--- config.mk ---
export PLATFORM = sky130hd
export DESIGN_NAME = mem_stage_hs_flat
export DESIGN_NICKNAME = d
export VERILOG_FILES = /design/src/rtl/mem_stage_hs_if.sv /design/src/rtl/mem_stage_hs.sv /design/src/flat_wrapper.sv
export SDC_FILE = /design/constraint.sdc
export NUM_CORES = 1
export LEC_CHECK = 0
export ABC_CLOCK_PERIOD_IN_PS = 2300
export CAP_MARGIN = 0
export CORE_AREA = 2 2 156 158
export CTS_BUF_LIST = sky130_fd_sc_hd__clkbuf_8
export DETAILED_ROUTE_END_ITERATION = 16
export DIE_AREA = 0 0 158 160
export PLACE_DENSITY_LB_ADDON = 0.15
export SYNTH_ARGS = -nofsm -noshare
export SYNTH_HDL_FRONTEND = slang
export SYNTH_SLANG_ARGS = --single-unit
--- constraint.sdc ---
create_clock -name clk -period 2.3 [get_ports clk]
set_input_delay 0.69 -clock clk [delete_from_list [all_inputs] [get_ports clk]]
set_output_delay 0.69 -clock clk [all_outputs]
set_load 0.01 [all_outputs]
--- src/rtl/mem_stage_hs_if.sv ---
// Bundle of the EXE->MEM, MEM->WB, data SRAM and bypass signals of mem_stage_hs.
// master is the stage itself, slave is everything around it.
interface mem_stage_hs_if #(
    parameter int ADDR_W  = 32,
    parameter int DATA_W  = 32,
    parameter int RADDR_W = 5
);
    logic               in_valid;
    logic               in_ready;
    logic [ADDR_W-1:0]  in_pc;
    logic               in_mem_en;
    logic               in_mem_wr;
    logic [1:0]         in_size;
    logic               in_sext;
    logic [ADDR_W-1:0]  in_addr;
    logic [DATA_W-1:0]  in_result;
    logic [DATA_W-1:0]  in_wdata;
    logic               in_reg_we;
    logic [RADDR_W-1:0] in_reg_waddr;
    logic               flush;

    logic               data_req;
    logic               data_wr;
    logic [1:0]         data_size;
    logic [ADDR_W-1:0]  data_addr;
    logic [3:0]         data_wstrb;
    logic [DATA_W-1:0]  data_wdata;
    logic               data_addr_ok;
    logic               data_data_ok;
    logic [DATA_W-1:0]  data_rdata;

    logic               out_valid;
    logic               out_ready;
    logic [ADDR_W-1:0]  out_pc;
    logic               out_reg_we;
    logic [RADDR_W-1:0] out_reg_waddr;
    logic [DATA_W-1:0]  out_wdata;
    logic               out_exc;
    logic [4:0]         out_exccode;
    logic [ADDR_W-1:0]  out_badvaddr;

    logic               byp_valid;
    logic               byp_pending;
    logic [RADDR_W-1:0] byp_waddr;
    logic [DATA_W-1:0]  byp_data;

    modport master (
        input  in_valid, in_pc, in_mem_en, in_mem_wr, in_size, in_sext, in_addr,
               in_result, in_wdata, in_reg_we, in_reg_waddr, flush,
               data_addr_ok, data_data_ok, data_rdata, out_ready,
        output in_ready, data_req, data_wr, data_size, data_addr, data_wstrb, data_wdata,
               out_valid, out_pc, out_reg_we, out_reg_waddr, out_wdata,
               out_exc, out_exccode, out_badvaddr,
               byp_valid, byp_pending, byp_waddr, byp_data
    );

    modport slave (
        output in_valid, in_pc, in_mem_en, in_mem_wr, in_size, in_sext, in_addr,
               in_result, in_wdata, in_reg_we, in_reg_waddr, flush,
               data_addr_ok, data_data_ok, data_rdata, out_ready,
        input  in_ready, data_req, data_wr, data_size, data_addr, data_wstrb, data_wdata,
               out_valid, out_pc, out_reg_we, out_reg_waddr, out_wdata,
               out_exc, out_exccode, out_badvaddr,
               byp_valid, byp_pending, byp_waddr, byp_data
    );
endinterface

--- src/rtl/mem_stage_hs.sv ---
// Handshaked MIPS memory stage: one held instruction, one SRAM transaction, load align/extend, bypass.
// Define MEM_ALIGN_CHECK_EN to raise AdEL/AdES on misaligned half/word accesses instead of issuing them.
module mem_stage_hs #(
    parameter int ADDR_W  = 32,
    parameter int DATA_W  = 32,
    parameter int RADDR_W = 5
) (
    input  logic           clk,
    input  logic           rst,
    mem_stage_hs_if.master bus
);

    typedef enum logic [2:0] {EMPTY, ISSUE, WAIT, DONE, DRAIN} state_t;

    state_t             state;
    state_t             state_nx;
    state_t             accept_state;

    logic [ADDR_W-1:0]  pc_q;
    logic               mem_en_q;
    logic               mem_wr_q;
    logic [1:0]         size_q;
    logic               sext_q;
    logic [ADDR_W-1:0]  addr_q;
    logic [DATA_W-1:0]  wdata_q;
    logic               reg_we_q;
    logic [RADDR_W-1:0] waddr_q;
    logic [DATA_W-1:0]  res_q;

    logic               in_ready_c;
    logic               accept;
    logic               misalign;
    logic               resp_done;
    logic               issuing;
    logic [7:0]         byte_v;
    logic [15:0]        half_v;
    logic [DATA_W-1:0]  load_v;
    logic [3:0]         strb_v;
    logic [DATA_W-1:0]  store_v;

    assign in_ready_c = ((state == EMPTY) || (state == DONE && bus.out_ready)) && !bus.flush;
    assign accept     = bus.in_valid && in_ready_c;
    assign issuing    = (state == ISSUE);
    assign resp_done  = (issuing && bus.data_addr_ok && bus.data_data_ok) ||
                        (state == WAIT && bus.data_data_ok);

`ifdef MEM_ALIGN_CHECK_EN
    assign misalign = bus.in_mem_en &&
                      (((bus.in_size == 2'd1) && bus.in_addr[0]) ||
                       (bus.in_size[1] && (bus.in_addr[1:0] != 2'b00)));
`else
    assign misalign = 1'b0;
`endif

    assign accept_state = (bus.in_mem_en && !misalign) ? ISSUE : DONE;

    always_ff @(posedge clk) begin
        if (rst) state <= EMPTY;
        else     state <= state_nx;
    end

    // A response arriving in the same cycle as the flush is already consumed, so no drain is needed.
    always_comb begin
        state_nx = state;
        case (state)
            EMPTY: if (accept) state_nx = accept_state;
            ISSUE: begin
                if (bus.flush)
                    state_nx = (bus.data_addr_ok && !bus.data_data_ok) ? DRAIN : EMPTY;
                else if (bus.data_addr_ok)
                    state_nx = bus.data_data_ok ? DONE : WAIT;
            end
            WAIT: begin
                if (bus.flush)             state_nx = bus.data_data_ok ? EMPTY : DRAIN;
                else if (bus.data_data_ok) state_nx = DONE;
            end
            DONE: begin
                if (bus.flush)          state_nx = EMPTY;
                else if (bus.out_ready) state_nx = accept ? accept_state : EMPTY;
            end
            DRAIN: if (bus.data_data_ok) state_nx = EMPTY;
            default: state_nx = EMPTY;
        endcase
    end

    always_comb begin
        byte_v = bus.data_rdata[{addr_q[1:0], 3'b000} +: 8];
        half_v = bus.data_rdata[{addr_q[1], 4'b0000} +: 16];
        case (size_q)
            2'd0:    load_v = {{(DATA_W-8){sext_q & byte_v[7]}}, byte_v};
            2'd1:    load_v = {{(DATA_W-16){sext_q & half_v[15]}}, half_v};
            default: load_v = bus.data_rdata;
        endcase
    end

    always_comb begin
        case (size_q)
            2'd0: begin
                strb_v  = 4'b0001 << addr_q[1:0];
                store_v = {4{wdata_q[7:0]}};
            end
            2'd1: begin
                strb_v  = addr_q[1] ? 4'b1100 : 4'b0011;
                store_v = {2{wdata_q[15:0]}};
            end
            default: begin
                strb_v  = 4'b1111;
                store_v = wdata_q;
            end
        endcase
    end

    always_ff @(posedge clk) begin
        if (rst) begin
            pc_q     <= '0;
            mem_en_q <= 1'b0;
            mem_wr_q <= 1'b0;
            size_q   <= 2'd0;
            sext_q   <= 1'b0;
            addr_q   <= '0;
            wdata_q  <= '0;
            reg_we_q <= 1'b0;
            waddr_q  <= '0;
            res_q    <= '0;
        end else if (accept) begin
            pc_q     <= bus.in_pc;
            mem_en_q <= bus.in_mem_en;
            mem_wr_q <= bus.in_mem_wr;
            size_q   <= bus.in_size;
            sext_q   <= bus.in_sext;
            addr_q   <= bus.in_addr;
            wdata_q  <= bus.in_wdata;
            reg_we_q <= bus.in_reg_we && !misalign;
            waddr_q  <= bus.in_reg_waddr;
            res_q    <= bus.in_result;
        end else if (resp_done && !bus.flush && !mem_wr_q) begin
            res_q    <= load_v;
        end
    end

`ifdef MEM_ALIGN_CHECK_EN
    logic              exc_q;
    logic [4:0]        exccode_q;
    logic [ADDR_W-1:0] badvaddr_q;

    always_ff @(posedge clk) begin
        if (rst) begin
            exc_q      <= 1'b0;
            exccode_q  <= 5'd0;
            badvaddr_q <= '0;
        end else if (accept) begin
            exc_q      <= misalign;
            exccode_q  <= misalign ? (bus.in_mem_wr ? 5'd5 : 5'd4) : 5'd0;
            badvaddr_q <= misalign ? bus.in_addr : '0;
        end
    end

    assign bus.out_exc      = (state == DONE) && exc_q;
    assign bus.out_exccode  = (state == DONE) ? exccode_q : 5'd0;
    assign bus.out_badvaddr = (state == DONE) ? badvaddr_q : '0;
`else
    assign bus.out_exc      = 1'b0;
    assign bus.out_exccode  = 5'd0;
    assign bus.out_badvaddr = '0;
`endif

    assign bus.in_ready      = in_ready_c;

    assign bus.data_req      = issuing;
    assign bus.data_wr       = issuing && mem_wr_q;
    assign bus.data_size     = issuing ? size_q : 2'd0;
    assign bus.data_addr     = issuing ? addr_q : '0;
    assign bus.data_wstrb    = (issuing && mem_wr_q) ? strb_v : 4'b0000;
    assign bus.data_wdata    = (issuing && mem_wr_q) ? store_v : '0;

    assign bus.out_valid     = (state == DONE);
    assign bus.out_pc        = pc_q;
    assign bus.out_reg_we    = reg_we_q;
    assign bus.out_reg_waddr = waddr_q;
    assign bus.out_wdata     = res_q;

    // A load's bypass value is only real once the response has landed in DONE.
    assign bus.byp_valid     = (state == ISSUE || state == WAIT || state == DONE) && reg_we_q;
    assign bus.byp_pending   = bus.byp_valid && mem_en_q && !mem_wr_q && (state != DONE);
    assign bus.byp_waddr     = waddr_q;
    assign bus.byp_data      = res_q;

endmodule
--- src/flat_wrapper.sv ---
// flat-port wrapper written by rule: the top's interface ports become plain ports
module mem_stage_hs_flat 
#(
    parameter int ADDR_W  = 32,
    parameter int DATA_W  = 32,
    parameter int RADDR_W = 5
)
  (clk, rst, bus_in_valid, bus_in_pc, bus_in_mem_en, bus_in_mem_wr, bus_in_size, bus_in_sext, bus_in_addr, bus_in_result, bus_in_wdata, bus_in_reg_we, bus_in_reg_waddr, bus_flush, bus_data_addr_ok, bus_data_data_ok, bus_data_rdata, bus_out_ready, bus_in_ready, bus_data_req, bus_data_wr, bus_data_size, bus_data_addr, bus_data_wstrb, bus_data_wdata, bus_out_valid, bus_out_pc, bus_out_reg_we, bus_out_reg_waddr, bus_out_wdata, bus_out_exc, bus_out_exccode, bus_out_badvaddr, bus_byp_valid, bus_byp_pending, bus_byp_waddr, bus_byp_data);
  mem_stage_hs_if #(.ADDR_W(ADDR_W), .DATA_W(DATA_W), .RADDR_W(RADDR_W)) bus_i ();
  input  logic clk;
  input  logic rst;
  input wire logic [$bits(bus_i.in_valid)-1:0] bus_in_valid;
  input wire logic [$bits(bus_i.in_pc)-1:0] bus_in_pc;
  input wire logic [$bits(bus_i.in_mem_en)-1:0] bus_in_mem_en;
  input wire logic [$bits(bus_i.in_mem_wr)-1:0] bus_in_mem_wr;
  input wire logic [$bits(bus_i.in_size)-1:0] bus_in_size;
  input wire logic [$bits(bus_i.in_sext)-1:0] bus_in_sext;
  input wire logic [$bits(bus_i.in_addr)-1:0] bus_in_addr;
  input wire logic [$bits(bus_i.in_result)-1:0] bus_in_result;
  input wire logic [$bits(bus_i.in_wdata)-1:0] bus_in_wdata;
  input wire logic [$bits(bus_i.in_reg_we)-1:0] bus_in_reg_we;
  input wire logic [$bits(bus_i.in_reg_waddr)-1:0] bus_in_reg_waddr;
  input wire logic [$bits(bus_i.flush)-1:0] bus_flush;
  input wire logic [$bits(bus_i.data_addr_ok)-1:0] bus_data_addr_ok;
  input wire logic [$bits(bus_i.data_data_ok)-1:0] bus_data_data_ok;
  input wire logic [$bits(bus_i.data_rdata)-1:0] bus_data_rdata;
  input wire logic [$bits(bus_i.out_ready)-1:0] bus_out_ready;
  output wire logic [$bits(bus_i.in_ready)-1:0] bus_in_ready;
  output wire logic [$bits(bus_i.data_req)-1:0] bus_data_req;
  output wire logic [$bits(bus_i.data_wr)-1:0] bus_data_wr;
  output wire logic [$bits(bus_i.data_size)-1:0] bus_data_size;
  output wire logic [$bits(bus_i.data_addr)-1:0] bus_data_addr;
  output wire logic [$bits(bus_i.data_wstrb)-1:0] bus_data_wstrb;
  output wire logic [$bits(bus_i.data_wdata)-1:0] bus_data_wdata;
  output wire logic [$bits(bus_i.out_valid)-1:0] bus_out_valid;
  output wire logic [$bits(bus_i.out_pc)-1:0] bus_out_pc;
  output wire logic [$bits(bus_i.out_reg_we)-1:0] bus_out_reg_we;
  output wire logic [$bits(bus_i.out_reg_waddr)-1:0] bus_out_reg_waddr;
  output wire logic [$bits(bus_i.out_wdata)-1:0] bus_out_wdata;
  output wire logic [$bits(bus_i.out_exc)-1:0] bus_out_exc;
  output wire logic [$bits(bus_i.out_exccode)-1:0] bus_out_exccode;
  output wire logic [$bits(bus_i.out_badvaddr)-1:0] bus_out_badvaddr;
  output wire logic [$bits(bus_i.byp_valid)-1:0] bus_byp_valid;
  output wire logic [$bits(bus_i.byp_pending)-1:0] bus_byp_pending;
  output wire logic [$bits(bus_i.byp_waddr)-1:0] bus_byp_waddr;
  output wire logic [$bits(bus_i.byp_data)-1:0] bus_byp_data;
  assign bus_i.in_valid = bus_in_valid;
  assign bus_i.in_pc = bus_in_pc;
  assign bus_i.in_mem_en = bus_in_mem_en;
  assign bus_i.in_mem_wr = bus_in_mem_wr;
  assign bus_i.in_size = bus_in_size;
  assign bus_i.in_sext = bus_in_sext;
  assign bus_i.in_addr = bus_in_addr;
  assign bus_i.in_result = bus_in_result;
  assign bus_i.in_wdata = bus_in_wdata;
  assign bus_i.in_reg_we = bus_in_reg_we;
  assign bus_i.in_reg_waddr = bus_in_reg_waddr;
  assign bus_i.flush = bus_flush;
  assign bus_i.data_addr_ok = bus_data_addr_ok;
  assign bus_i.data_data_ok = bus_data_data_ok;
  assign bus_i.data_rdata = bus_data_rdata;
  assign bus_i.out_ready = bus_out_ready;
  assign bus_in_ready = bus_i.in_ready;
  assign bus_data_req = bus_i.data_req;
  assign bus_data_wr = bus_i.data_wr;
  assign bus_data_size = bus_i.data_size;
  assign bus_data_addr = bus_i.data_addr;
  assign bus_data_wstrb = bus_i.data_wstrb;
  assign bus_data_wdata = bus_i.data_wdata;
  assign bus_out_valid = bus_i.out_valid;
  assign bus_out_pc = bus_i.out_pc;
  assign bus_out_reg_we = bus_i.out_reg_we;
  assign bus_out_reg_waddr = bus_i.out_reg_waddr;
  assign bus_out_wdata = bus_i.out_wdata;
  assign bus_out_exc = bus_i.out_exc;
  assign bus_out_exccode = bus_i.out_exccode;
  assign bus_out_badvaddr = bus_i.out_badvaddr;
  assign bus_byp_valid = bus_i.byp_valid;
  assign bus_byp_pending = bus_i.byp_pending;
  assign bus_byp_waddr = bus_i.byp_waddr;
  assign bus_byp_data = bus_i.byp_data;
  mem_stage_hs #(.ADDR_W(ADDR_W), .DATA_W(DATA_W), .RADDR_W(RADDR_W)) u_core (.clk(clk), .rst(rst), .bus(bus_i));
endmodule
# ---- After elaboration in Yosys (flattened, before gate mapping)
# Index checks and enable logic that the tools add are counted.
dict set report classes {
  n_bitwise 2
  n_shift 3
  muxes 24
  n_reduce_logical 25
  n_eq_ne 11
}
# op count
set op_table {}
lappend op_table {{$mux 32} 4}
lappend op_table {{$pmux 32 s2} 2}
lappend op_table {{$mux 3} 11}
lappend op_table {{$shiftx 32x6->16} 1}
lappend op_table {{$shiftx 32x6->8} 1}
lappend op_table {{$pmux 3 s5} 1}
lappend op_table {{$logic_and 1x1->1} 14}
lappend op_table {{$ne 3x3->1 const B} 3}
lappend op_table {{$mux 4} 2}
lappend op_table {{$pmux 4 s2} 1}
lappend op_table {{$eq 3x2->1 const B} 2}
lappend op_table {{$reduce_and 5->1} 1}
lappend op_table {{$logic_or 1x1->1} 4}
lappend op_table {{$mux 2} 2}
lappend op_table {{$shl 1x2->4 const A} 1}
lappend op_table {{$eq 3x1->1 const B} 1}
lappend op_table {{$eq 3x3->1 const B} 1}
lappend op_table {{$logic_not 1->1} 3}
lappend op_table {{$logic_not 3->1} 1}
lappend op_table {{$ne 3x2->1 const B} 1}
lappend op_table {{$and 1x1->1} 2}
lappend op_table {{$eq 2x1->1 const B} 1}
lappend op_table {{$logic_not 2->1} 1}
lappend op_table {{$ne 2x1->1 const B} 1}
lappend op_table {{other kinds (3)} 3}
dict set report totals {
  output_inout_bits 221
  in_bits 178
  elab_cells 76
  regBits 142
}

# ---- Logic depth before layout (Yosys ltp)
dict set report depth {
  word_depth 9
  ltp_mapped 7
  mapped_depth_nobuf 5
}

# ---- Worst setup path after synthesis
# Ideal clock, no wire load.
dict set report synth_path {
  path_kind {flip-flop to output port}
  startpoint {register u_core.state[2]}
  endpoint {output bus_data_wdata[25]}
  path_stages_with_launch 7
  arrival_time_ps 1551
  path_slack_ps 59
  path_buffers 3
  cell_sequence {dfxtp_1 clkbuf_1 nor3_1 nand2_1 clkbuf_1 buf_2 nor2_1}
}
dict set report synth_between {
  elab_chain_cells 3
}
# element line_no
set synth_rtl {}
lappend synth_rtl {{start: declaration} mem_stage_hs.sv:15} ;# state_t state;
lappend synth_rtl {{start signal: assignment} mem_stage_hs.sv:59} ;# else state <= state_nx;
lappend synth_rtl {{$eq 3x1->1} mem_stage_hs.sv:43} ;# assign issuing = (state == ISSUE);
lappend synth_rtl {{$logic_and 1x1->1} mem_stage_hs.sv:174} ;# assign bus.data_wdata = (issuing && mem_wr_q) ? store_v : '0;
lappend synth_rtl {{$mux 32} mem_stage_hs.sv:174}
lappend synth_rtl {{end: declaration} flat_wrapper.sv:34} ;# output wire logic [$bits(bus_i.data_wdata)-1:0] bus_data_wdata;
# No other way between the ends.

# ---- Worst setup path in the final report
dict set report layout_path {
  startpoint {register u_core.state[2]}
  endpoint {output bus_data_wdata[13]}
}
# Same word-level chain as after synthesis.

==> impl_metrics.xml <==
<?xml version="1.0" encoding="UTF-8"?>
<metrics>
  <group name="timing">
    <metric name="post-route-worst-setup-slack" unit="ps">-187</metric>
    <metric name="finalCriticalPeriod" unit="ps">2490</metric>
    <metric name="worst-slew-pin-transition" unit="ps">577</metric>
    <metric name="clock_skew" unit="ps">23.4</metric>
    <metric name="layout_worst_path_cycle_share" unit="%">108</metric>
    <metric name="slew_violations" unit="">0</metric>
    <metric name="grt_setup_unrepaired" unit="">yes</metric>
    <metric name="remaining_max_slew_budget_at_the_tightest_pin" unit="%">61.2</metric>
    <metric name="fin_tns_setup" unit="ps">-5020</metric>
    <metric name="fin_worst_hold_slack" unit="ps">453</metric>
    <metric name="achievable_freq" unit="MHz">402</metric>
    <metric name="report.final.setup_viol" unit="">67</metric>
    <metric name="hold_viol_final" unit="">0</metric>
  </group>
  <group name="routing">
    <metric name="detail_route.drc_violations" unit="">0</metric>
    <metric name="ant_nets" unit="">0</metric>
    <metric name="routed-via-count" unit="">7876</metric>
    <metric name="detail_route.wirelength" unit="um">28600</metric>
    <metric name="drtIter0Drc" unit="">307</metric>
    <metric name="post_drt_wl_per_cell" unit="um">17.1</metric>
    <metric name="drt_pre_antenna_iters" unit="">4</metric>
    <metric name="route.detailed.vias_per_inst" unit="">4.72</metric>
  </group>
  <group name="place">
    <metric name="detailed_place_hpwl" unit="um">20800</metric>
    <metric name="io_buffers" unit="">360</metric>
    <metric name="gpl.final_weighted_congestion" unit="">0.884</metric>
  </group>
  <group name="floorplanning">
    <metric name="die_area" unit="sq mm">0.0253</metric>
    <metric name="die_width" unit="um">158</metric>
    <metric name="top_level_ports" unit="">399</metric>
    <metric name="std_cell_rows" unit="">57</metric>
    <metric name="floorplan.initialDensity" unit="%">30.8</metric>
    <metric name="die-height" unit="um">160</metric>
    <metric name="core" unit="sq mm">0.0238</metric>
  </group>
  <group name="global_routing">
    <metric name="globalRouteTotalUtil" unit="%">22.1</metric>
    <metric name="grt_first_pass_wirelength" unit="um">43300</metric>
    <metric name="gr-total-overflow" unit="">0</metric>
    <metric name="grt_max_degree" unit="">70</metric>
    <metric name="grt_pass1_vias" unit="">7740</metric>
    <metric name="antenna_found_initial" unit="">1</metric>
  </group>
  <group name="clock_tree">
    <metric name="cts_tree" unit="">done</metric>
    <metric name="clk_slew_on_worst_s_h_paths" unit="ps">90</metric>
    <metric name="cts_inserted_buffers" unit="">17</metric>
    <metric name="clock_sinks" unit="">142</metric>
    <metric name="postCtsHoldBufs" unit="">0</metric>
    <metric name="clock_path_buffers" unit="">2</metric>
    <metric name="cts-htree-levels" unit="">4</metric>
    <metric name="worst_skew_pair.late_latency" unit="ps">460</metric>
    <metric name="root_buffer" unit="">sky130_fd_sc_hd__clkbuf_8</metric>
  </group>
  <group name="yosys">
    <metric name="synth_edf_count" unit="">0</metric>
    <metric name="synthesized_area" unit="sq mm">0.00734</metric>
    <metric name="fraction_of_the_yosys_area_taken_by_sequential_cells" unit="%">38.7</metric>
    <metric name="ys_top_cells_by_count" unit="">sky130_fd_sc_hd__nand2_1 (274), sky130_fd_sc_hd__a21oi_1 (148), sky130_fd_sc_hd__dfxtp_1 (142)</metric>
    <metric name="yosysWarnings" unit="">0</metric>
    <metric name="synth.ff_latch_count" unit="">142</metric>
    <metric name="yosysTopAreaCell" unit="">sky130_fd_sc_hd__dfxtp_1</metric>
    <metric name="share_of_synthesized_flip_flops_with_an_asynchronous_set_or_reset" unit="%">0</metric>
    <metric name="ys.flop_type" unit="">sky130_fd_sc_hd__dfxtp_1</metric>
    <metric name="synth_most_common_cell" unit="">sky130_fd_sc_hd__nand2_1</metric>
    <metric name="synthesis.area_per_instance" unit="sq um">7.47</metric>
    <metric name="synthesis.instances" unit="">983</metric>
    <metric name="synthDominantCellAreaShare" unit="%">38.7</metric>
    <metric name="synth_area_leaders" unit="">sky130_fd_sc_hd__dfxtp_1 (39%), sky130_fd_sc_hd__nand2_1 (14%), sky130_fd_sc_hd__a21oi_1 (10%)</metric>
    <metric name="number_of_different_library_cells_in_the_post_synthesis_netlist" unit="">52</metric>
  </group>
  <group name="setup_path">
    <metric name="cp_data_required_time" unit="ps">1610</metric>
    <metric name="crit_path_start_kind" unit="">flop</metric>
    <metric name="worst-endpoint-arrival" unit="ps">1800</metric>
    <metric name="timing_worst_setup_path_type" unit="">reg -&gt; out</metric>
    <metric name="critical_path.endpoint_type" unit="">primary output</metric>
    <metric name="worst-path-max-fanout" unit="">7</metric>
  </group>
  <group name="finish">
    <metric name="multi_input_comb_area" unit="sq mm">0.00391</metric>
    <metric name="final_nets" unit="">1511</metric>
    <metric name="post_route_cells_drive_above_1_share" unit="%">19.3</metric>
    <metric name="synth_to_final_area_change" unit="%">62.5</metric>
    <metric name="seqCellArea" unit="sq mm">0.00285</metric>
    <metric name="n_fill_cell" unit="">2410</metric>
  </group>
  <group name="power_and_ir_drop">
    <metric name="ir_worst_vdd" unit="uV">442</metric>
    <metric name="report.power.total" unit="mW">8.96</metric>
    <metric name="power_density" unit="mW/mm^2">751</metric>
    <metric name="power.static_leakage" unit="nW">4.49</metric>
  </group>
  <group name="flow_run">
    <metric name="max_cap_violations" unit="">0</metric>
  </group>
  <group name="status">
    <metric name="violations_in_the_final_reports" unit="">negative setup slack</metric>
    <metric name="outcome" unit="">complete, but fails checks</metric>
  </group>
  <group name="hold_path">
    <metric name="timing.hold.worst.class" unit="">reg -&gt; reg</metric>
  </group>
</metrics>
worst max-delay path, cell delays in order (launching register included):
cell and delay [ps]:
sky130_fd_sc_hd__dfxtp_2 360, sky130_fd_sc_hd__nor3_4 200, sky130_fd_sc_hd__buf_6 160, sky130_fd_sc_hd__nand2_8 100, sky130_fd_sc_hd__buf_12 170, sky130_fd_sc_hd__buf_6 110, sky130_fd_sc_hd__a21oi_2 80, sky130_fd_sc_hd__buf_2 160
layer usage:
metal  global-route usage [%]  up-vias  part of all wire (%)
met5                        0        -                     0
met4                     5.41        0                   1.5
met3                     8.68       25                   9.8
met2                     38.2      285                    49
met1                     25.5     3652                    40
li1                         -     3914                     -
cells by family after synthesis:
kind of cell	count (synthesis)	synth area share, %
AND/OR/NAND/NOR	425	24.8
AO/OA/AOI/OAI	231	20.1
buffers and inverters	156	12.5
flip-flops	142	38.7
multiplexers	28	3.85
other	1	0.0511
sequential cells by signal, summed over array words and instances, names as in the netlist:
| register | count |
|---|---|
| u_core.addr_q | 32 |
| u_core.bus.byp_data | 32 |
| u_core.wdata_q | 32 |
| u_core.size_q | 2 |
| u_core.mem_en_q | 1 |
| u_core.sext_q | 1 |
| u_core.state | 3 |
| u_core.bus.byp_waddr | 5 |
| u_core.bus.out_reg_we | 1 |
| u_core.bus.out_pc | 32 |
| u_core.mem_wr_q | 1 |
cell usage in the layout (no fill, tap or decap), types with 5 or more instances in the layout:
cell and instances:
sky130_fd_sc_hd__buf_16 5, sky130_fd_sc_hd__a311oi_1 6, sky130_fd_sc_hd__o21ai_0 12, sky130_fd_sc_hd__a32o_1 7, sky130_fd_sc_hd__buf_12 18, sky130_fd_sc_hd__or2_2 7
sky130_fd_sc_hd__inv_6 5, sky130_fd_sc_hd__dfxtp_2 5, sky130_fd_sc_hd__nor2_4 7, sky130_fd_sc_hd__mux2i_1 26, sky130_fd_sc_hd__a22o_1 7, sky130_fd_sc_hd__dfxtp_1 136
sky130_fd_sc_hd__a21oi_1 138, sky130_fd_sc_hd__a221oi_1 7, sky130_fd_sc_hd__and2_1 24, sky130_fd_sc_hd__and2_4 7, sky130_fd_sc_hd__buf_4 63, sky130_fd_sc_hd__conb_1 38
sky130_fd_sc_hd__a21oi_2 10, sky130_fd_sc_hd__nand2b_1 5, sky130_fd_sc_hd__clkdlybuf4s50_1 283, sky130_fd_sc_hd__a211oi_1 8, sky130_fd_sc_hd__clkbuf_8 17, sky130_fd_sc_hd__nand2_1 273
sky130_fd_sc_hd__a311oi_2 10, sky130_fd_sc_hd__buf_2 43, sky130_fd_sc_hd__nor2_2 9, sky130_fd_sc_hd__nand3_1 25, sky130_fd_sc_hd__and3_1 9, sky130_fd_sc_hd__nor2_1 40
sky130_fd_sc_hd__o221ai_1 7, sky130_fd_sc_hd__buf_6 28
path summary, 6_finish.rpt:
path                          from                     end  slack, ps  cells past startpoint
hold / removal     u_core.mem_en_q         u_core.mem_en_q        450                      2
hold reg to reg    u_core.mem_en_q         u_core.mem_en_q        450                      2
setup / recovery   u_core.state[2]      bus_data_wdata[13]       -190                      7
setup reg to reg  u_core.size_q[1]  u_core.bus.byp_data[5]        260                      7
power by group:
part	leakage [nW]	internal (mW)	switching (mW)	total, mW
logic	3.14	1.98	1.88	3.86
registers	1.16	2.82	0.277	3.09
clock network	0.191	0.807	1.20	2.00
total	4.49	5.61	3.35	8.96
layout make-up:
| type | count | area share, % |
|---|---|---|
| Clock inverter | 14 | 1.23 |
| Inverter | 5 | 0.178 |
| Tap cell | 324 | 3.40 |
| Timing Repair Buffer | 445 | 36.6 |
| Sequential cell | 142 | 23.9 |
| Multi-Input combinational cell | 722 | 32.7 |
| Clock buffer | 17 | 1.96 |
| Antenna cell | 1 | 0.0210 |
metrics by stage:
stage / area, sq um / cells / utilization [%] / worst slack, ps
floorplan: 7480 / 1020 / - / 59.3
global placement: 11400 / 1625 / 47.7 / -375
detailed placement: 11400 / 1625 / 47.7 / -361
CTS: 11900 / 1669 / 50.0 / -208
global route: 11900 / 1669 / 50.1 / -281
finish: 11900 / 1670 / 50.1 / -187
repair_timing:
action	in CTS	in global routing
setup buffers	8	0
cloned	5	0
pin swaps	10	1
setup endpoints to repair	76	75
gates resized for setup	384	18
No activity file was read; power rests on OpenSTA's default activity.
